===== config.mk =====
export PLATFORM = sky130hd
export DESIGN_NAME = branch_jump_unit
export DESIGN_NICKNAME = d
export VERILOG_FILES = /design/src/rtl/branch_jump_unit.sv
export SDC_FILE = /design/constraint.sdc
export NUM_CORES = 1
export LEC_CHECK = 0
export ABC_CLOCK_PERIOD_IN_PS = 2400
export BUFFER_PORTS_ARGS = -buffer_cell sky130_fd_sc_hd__buf_2
export CAP_MARGIN = 15
export CELL_PAD_IN_SITES_DETAIL_PLACEMENT = 0
export CELL_PAD_IN_SITES_GLOBAL_PLACEMENT = 1
export CORE_MARGIN = 4
export CORE_UTILIZATION = 27
export DETAILED_ROUTE_END_ITERATION = 12
export PLACE_DENSITY = 0.6
export SLEW_MARGIN = 40
export SYNTH_ARGS = -nofsm -noshare
export SYNTH_HDL_FRONTEND = slang
export SYNTH_SLANG_ARGS = --single-unit

===== constraint.sdc =====
create_clock -name i_clk -period 2.4 [get_ports i_clk]
set_input_delay 0.24 -clock i_clk [delete_from_list [all_inputs] [get_ports i_clk]]
set_output_delay 0.24 -clock i_clk [all_outputs]
set_load 0.005 [all_outputs]

===== src/rtl/branch_jump_unit.sv =====
// Execute-stage control-transfer unit: resolves JAL/JALR/conditional branches, drives link
// writeback, a registered fetch redirect with handshake, a squash window and misaligned traps.
module branch_jump_unit #(
  parameter int XLEN         = 32,
  parameter int FLUSH_CYCLES = 1,
  parameter int C_EXT        = 0
) (
  input  logic            i_clk,
  input  logic            i_rst,
  input  logic            i_valid,
  input  logic [3:0]      i_ctrl,
  input  logic [XLEN-1:0] i_pc,
  input  logic [XLEN-1:0] i_imm,
  input  logic [XLEN-1:0] i_rs1_val,
  input  logic [XLEN-1:0] i_rs2_val,
  output logic            o_rd_we,
  output logic [XLEN-1:0] o_rd_val,
  output logic            o_redir_valid,
  output logic [XLEN-1:0] o_redir_pc,
  input  logic            i_redir_ready,
  output logic            o_squash,
  output logic            o_trap,
  output logic [XLEN-1:0] o_trap_val,
  output logic            o_illegal
);

  typedef enum logic [1:0] {
    S_IDLE     = 2'd0,
    S_REDIRECT = 2'd1,
    S_SQUASH   = 2'd2
  } state_t;

  localparam logic [3:0] FLUSH_INIT = 4'(FLUSH_CYCLES);

  state_t          state_q, state_d;
  logic [3:0]      cnt_q, cnt_d;
  logic [XLEN-1:0] redir_pc_q, redir_pc_d;
  logic            trap_q, trap_d;
  logic [XLEN-1:0] trap_val_q, trap_val_d;
  logic            illegal_q, illegal_d;

  logic            accept;
  logic            is_nop, is_jal, is_jalr, is_br, is_illegal;
  logic            cond, taken, misaligned;
  logic [XLEN-1:0] tgt, jalr_sum;

  // Branch encodings 8,9,C..F: bits [2:1] select eq/lt/ltu, bit 0 inverts the result.
  always_comb begin
    accept     = i_valid && (state_q == S_IDLE);
    is_nop     = (i_ctrl == 4'h0);
    is_jal     = (i_ctrl == 4'h1);
    is_jalr    = (i_ctrl == 4'h2);
    is_br      = i_ctrl[3] && (i_ctrl[2] || !i_ctrl[1]);
    is_illegal = !(is_nop || is_jal || is_jalr || is_br);

    cond = 1'b0;
    case (i_ctrl[2:1])
      2'b00:   cond = (i_rs1_val == i_rs2_val);
      2'b10:   cond = ($signed(i_rs1_val) < $signed(i_rs2_val));
      2'b11:   cond = (i_rs1_val < i_rs2_val);
      default: cond = 1'b0;
    endcase
    cond = cond ^ i_ctrl[0];

    taken    = is_jal || is_jalr || (is_br && cond);
    jalr_sum = i_rs1_val + i_imm;
    tgt      = is_jalr ? {jalr_sum[XLEN-1:1], 1'b0} : (i_pc + i_imm);
    misaligned = (C_EXT != 0) ? tgt[0] : (|tgt[1:0]);

    o_rd_we  = accept && (is_jal || is_jalr) && !misaligned;
    o_rd_val = o_rd_we ? (i_pc + XLEN'(4)) : '0;
  end

  always_comb begin
    state_d    = state_q;
    cnt_d      = cnt_q;
    redir_pc_d = redir_pc_q;
    trap_d     = 1'b0;
    trap_val_d = trap_val_q;
    illegal_d  = 1'b0;
    case (state_q)
      S_IDLE: begin
        if (accept) begin
          if (is_illegal) begin
            illegal_d = 1'b1;
          end else if (taken) begin
            if (misaligned) begin
              trap_d     = 1'b1;
              trap_val_d = tgt;
            end else begin
              state_d    = S_REDIRECT;
              redir_pc_d = tgt;
            end
          end
        end
      end
      S_REDIRECT: begin
        if (i_redir_ready) begin
          if (FLUSH_CYCLES == 0) begin
            state_d = S_IDLE;
          end else begin
            state_d = S_SQUASH;
            cnt_d   = FLUSH_INIT;
          end
        end
      end
      S_SQUASH: begin
        if (cnt_q <= 4'd1) begin
          state_d = S_IDLE;
          cnt_d   = 4'd0;
        end else begin
          cnt_d = cnt_q - 4'd1;
        end
      end
      default: begin
        state_d = S_IDLE;
        cnt_d   = 4'd0;
      end
    endcase
  end

  always_ff @(posedge i_clk or posedge i_rst) begin
    if (i_rst) begin
      state_q    <= S_IDLE;
      cnt_q      <= 4'd0;
      redir_pc_q <= '0;
      trap_q     <= 1'b0;
      trap_val_q <= '0;
      illegal_q  <= 1'b0;
    end else begin
      state_q    <= state_d;
      cnt_q      <= cnt_d;
      redir_pc_q <= redir_pc_d;
      trap_q     <= trap_d;
      trap_val_q <= trap_val_d;
      illegal_q  <= illegal_d;
    end
  end

  assign o_redir_valid = (state_q == S_REDIRECT);
  assign o_redir_pc    = redir_pc_q;
  assign o_squash      = (state_q != S_IDLE);
  assign o_trap        = trap_q;
  assign o_trap_val    = trap_val_q;
  assign o_illegal     = illegal_q;

endmodule


==> impl_metrics.tcl <==
set metrics [dict create \
    ys_top_cells_by_area "dfrtp_1 23%, ha_1 16%, mux2_2 8.2%" \
    ys.flop_type "dfrtp_1" \
    initial_core_util_pct 27.7 \
    wl_per_cell_um 17.6 \
    yosysMostFrequentCell "ha_1" \
    vias_per_cell 4.81 \
    worstPathRequired_ns 2.61 \
    critPathMaxFanout 5 \
    synth_nets 1162 \
    fmax_ghz 0.342 \
    htreeDepth 3 \
    hold_viol_final 0 \
    critical_path.cell_chain "buf_2 -> inv_12 -> ha_4 -> nand4_1 -> buf_4 -> nor4_4 -> a22oi_2 -> nand3_2 -> mux2_4 -> o311ai_4 -> o21ai_4 -> buf_6 -> nor2_4 -> buf_6 -> buf_12 -> mux2_2" \
    num_rows 61 \
    cts_tree "done" \
    cts_inserted_buffers 9 \
    fin_nets 1677 \
    die_area_um2 31600 \
    peakVddDrop_mv 0.345 \
    wl_met3_um 1590 \
    synthCells 924 \
    clkLatencyLatePin_ns 0.33 \
    hpwl_um 25700 \
    yosys_warnings 0 \
    grt_pass1_wl_um 48700 \
    slew_violations 0 \
    synthDistinctLibCells 71 \
    grt_pass1_vias 9159 \
    drive_gt1_share_pct 52.7 \
    synthAdderAreaFrac_pct 16.6 \
    wl_met1_um 14600 \
    finalCritPeriodShare_pct 122 \
    p_switching_w 0.00284 \
    cpPeakStageDelay_ns 0.34 \
    cts_sinks 72 \
    top_layer "met5" \
    die_x_um 178 \
    first_pass_iters 5 \
    clock_skew_ns 0.00665 \
    hp-class "primary input to async pin" \
    cts_root_buf "clkbuf_16" \
    grt_max_degree 73 \
    diodes 0 \
    synth_mux_area_share_pct 8.75 \
    ys_async_sr_fraction_pct 100 \
    synth-compound-area-share_pct 21.3 \
    initialDrtViolationCount 418 \
    status "complete, but fails checks" \
    antenna_found_initial 1 \
    dr_wl_met2_um 15500 \
    max-slew-margin-rel_pct 59.0 \
    swShare_pct 36.2 \
    crit_path_end_kind "flip-flop" \
    p_leak_nw 6.50 \
    dp_cells 1758 \
    yosys.area_share.xor_xnor_pct 8.10 \
    die_h_um 178 \
    path_clk_slew_ns 0.06 \
    p_comb_share_pct 53.3 \
    tightest_slew_ns 0.610 \
    synth_area_leader_cell "dfrtp_1" \
    netlist.area_leader.share_pct 23.1 \
    cp_slowest_cell "mux2_4" \
    overflow 0 \
    fin_cells 1822 \
    grt_util_all_layers_pct 19.6 \
    violations "negative setup slack" \
    port_buffers 236 \
    synth-seq-cells 72 \
    p_seq_share_pct 28.1 \
    grt_setup_unrepaired "yes" \
    core_um2 28100 \
    vias 8770 \
    io_pins 237 \
    synthSimpleGateAreaFrac_pct 18.2 \
    crit_type "primary input to flip-flop" \
    synth.cell_area_um2 7790 \
    seq_area_frac_synth_pct 23.1 \
    drcViolationCount 0 \
    fin_ws_ns -0.522 \
    maxCapViolCount 0 \
    cp-start-kind "primary input" \
    synth_commonest_cells "100 x ha_1, 85 x nor2_1, 82 x a21oi_1, 72 x dfrtp_1, 65 x nand2_1" \
    clk_path_buf_depth 2 \
    ant_nets 0 \
    synth_top_family_by_area "compound AO/OA/AOI/OAI gates" \
    period_needed_ns 2.92 \
    syn_avg_cell_area_um2 8.43 \
    place_congestion 0.901 \
    internal_power_w 0.00501 \
    crit_arrival_ns 3.14 \
    final_util_pct 48.3 \
    power.clock.fraction_pct 18.6 \
    cp_common_cell "buf_6" \
    area_delta_synth_final_pct 74.1 \
    synth_edf_count 0 \
    setup_viol 100 \
    p_per_area_nw_per_um2 580 \
    wirelength_um 32100 \
]
-- kinds of logic (layout without fill, tap and decap cells) --
family	Yosys count	count (layout)
and+or+nand+nor	289	289
AOI/OAI and AO/OA	253	253
adders and majority gates	102	102
buffers and inverters	75	595
xor gates and xnor gates	72	72
DFF	72	72
muxes	61	61
-- worst max-delay path: cells and delay by family --
family,cells,cell delay [ns]
fa+ha+maj,1,0.25
mux,2,0.66
compound gates,3,0.53
simple gates,4,0.64
buf+inv,6,0.80
-- stage by stage --
step | hold WS, ns | cell area, um2 | total power (W) | setup TNS, ns | setup slack, ns
6_report | 0.000476 | 13600 | 0.00786 | -38.75 | -0.522
5_1_grt | 0.0337 | 13600 | 0.00839 | -49.00 | -0.634
4_1_cts | 0.00577 | 13200 | 0.00773 | -36.16 | -0.481
3_5_place_dp | 0.365 | 11700 | 0.00588 | -71.98 | -0.956
3_3_place_gp | 0.360 | 11700 | 0.00585 | -66.10 | -0.851
2_1_floorplan | 0.361 | 8320 | 0.00404 | -24.58 | -0.321
-- cells in the final DEF (no fill, tap or decap), types with 14 or more instances in the layout --
master	n
buf_4	250
buf_2	216
dfrtp_1	72
ha_1	70
a21oi_1	69
nand2_1	62
nor2_1	51
mux2_4	45
inv_1	41
xor2_1	37
o21ai_0	35
xnor2_1	33
buf_6	33
nor2_4	32
ha_4	30
nand3_1	25
a21o_1	22
nand2b_1	15
a21oi_2	14
-- power groups by stage --
stage | Combinational, W | Clock, W | Sequential, W
3_5_place_dp | 0.00370 | 0 | 0.00219
3_3_place_gp | 0.00366 | 0 | 0.00219
5_1_grt | 0.00458 | 0.00153 | 0.00227
6_report | 0.00419 | 0.00146 | 0.00221
4_1_cts | 0.00406 | 0.00149 | 0.00218
2_1_floorplan | 0.00194 | 0 | 0.00210
-- worst paths after layout --
kind | to | slack, ns | start | cells past startpoint
setup / recovery | o_redir_pc[17]$_DFFE_PP0P_ | -0.52 | i_rs2_val[22] | 16
hold / removal | o_trap_val[0]$_DFFE_PP0P_ | 0.0005 | i_rst | 3
setup reg to reg | o_trap_val[10]$_DFFE_PP0P_ | 0.37 | state_q[1]$_DFFE_PP0P_ | 9
hold reg to reg | cnt_q[3]$_DFFE_PP0P_ | 0.50 | cnt_q[3]$_DFFE_PP0P_ | 1
max in group asynchronous | o_redir_pc[10]$_DFFE_PP0P_ | 2.11 | i_rst | 3
min in group i_clk | o_illegal$_DFF_PP0_ | 0.19 | i_valid | 3
-- area by class of cell --
type / count / area, um2
Clock inverter: 6 / 92.6
Multi-Input combinational cell: 777 / 6900
Sequential cell: 72 / 1800
Clock buffer: 10 / 229
Inverter: 56 / 253
Fill cell: 2776 / 14500
Tap cell: 378 / 473
Timing Repair Buffer: 523 / 3810
-- sequential cells by signal, summed over array words and instances (netlist names) --
signal      count
cnt_q           4
o_illegal       1
o_redir_pc     32
o_trap          1
o_trap_val     32
state_q         2
-- metal layers --
layer	vias to the layer above	track usage [%]
met4	2	3.61
li1	4415	-
met3	24	3.28
met1	4111	25.4
met5	-	0
met2	218	34.5
-- what timing repair did --
action | in CTS | in global routing
gates resized for setup | 151 | 96
cloned | 8 | 2
hold buffers | 0 | 0
setup endpoints to repair | 100 | 100
setup buffers | 39 | 9
pin swaps | 48 | 30
No activity file was read; power rests on OpenSTA's default activity.
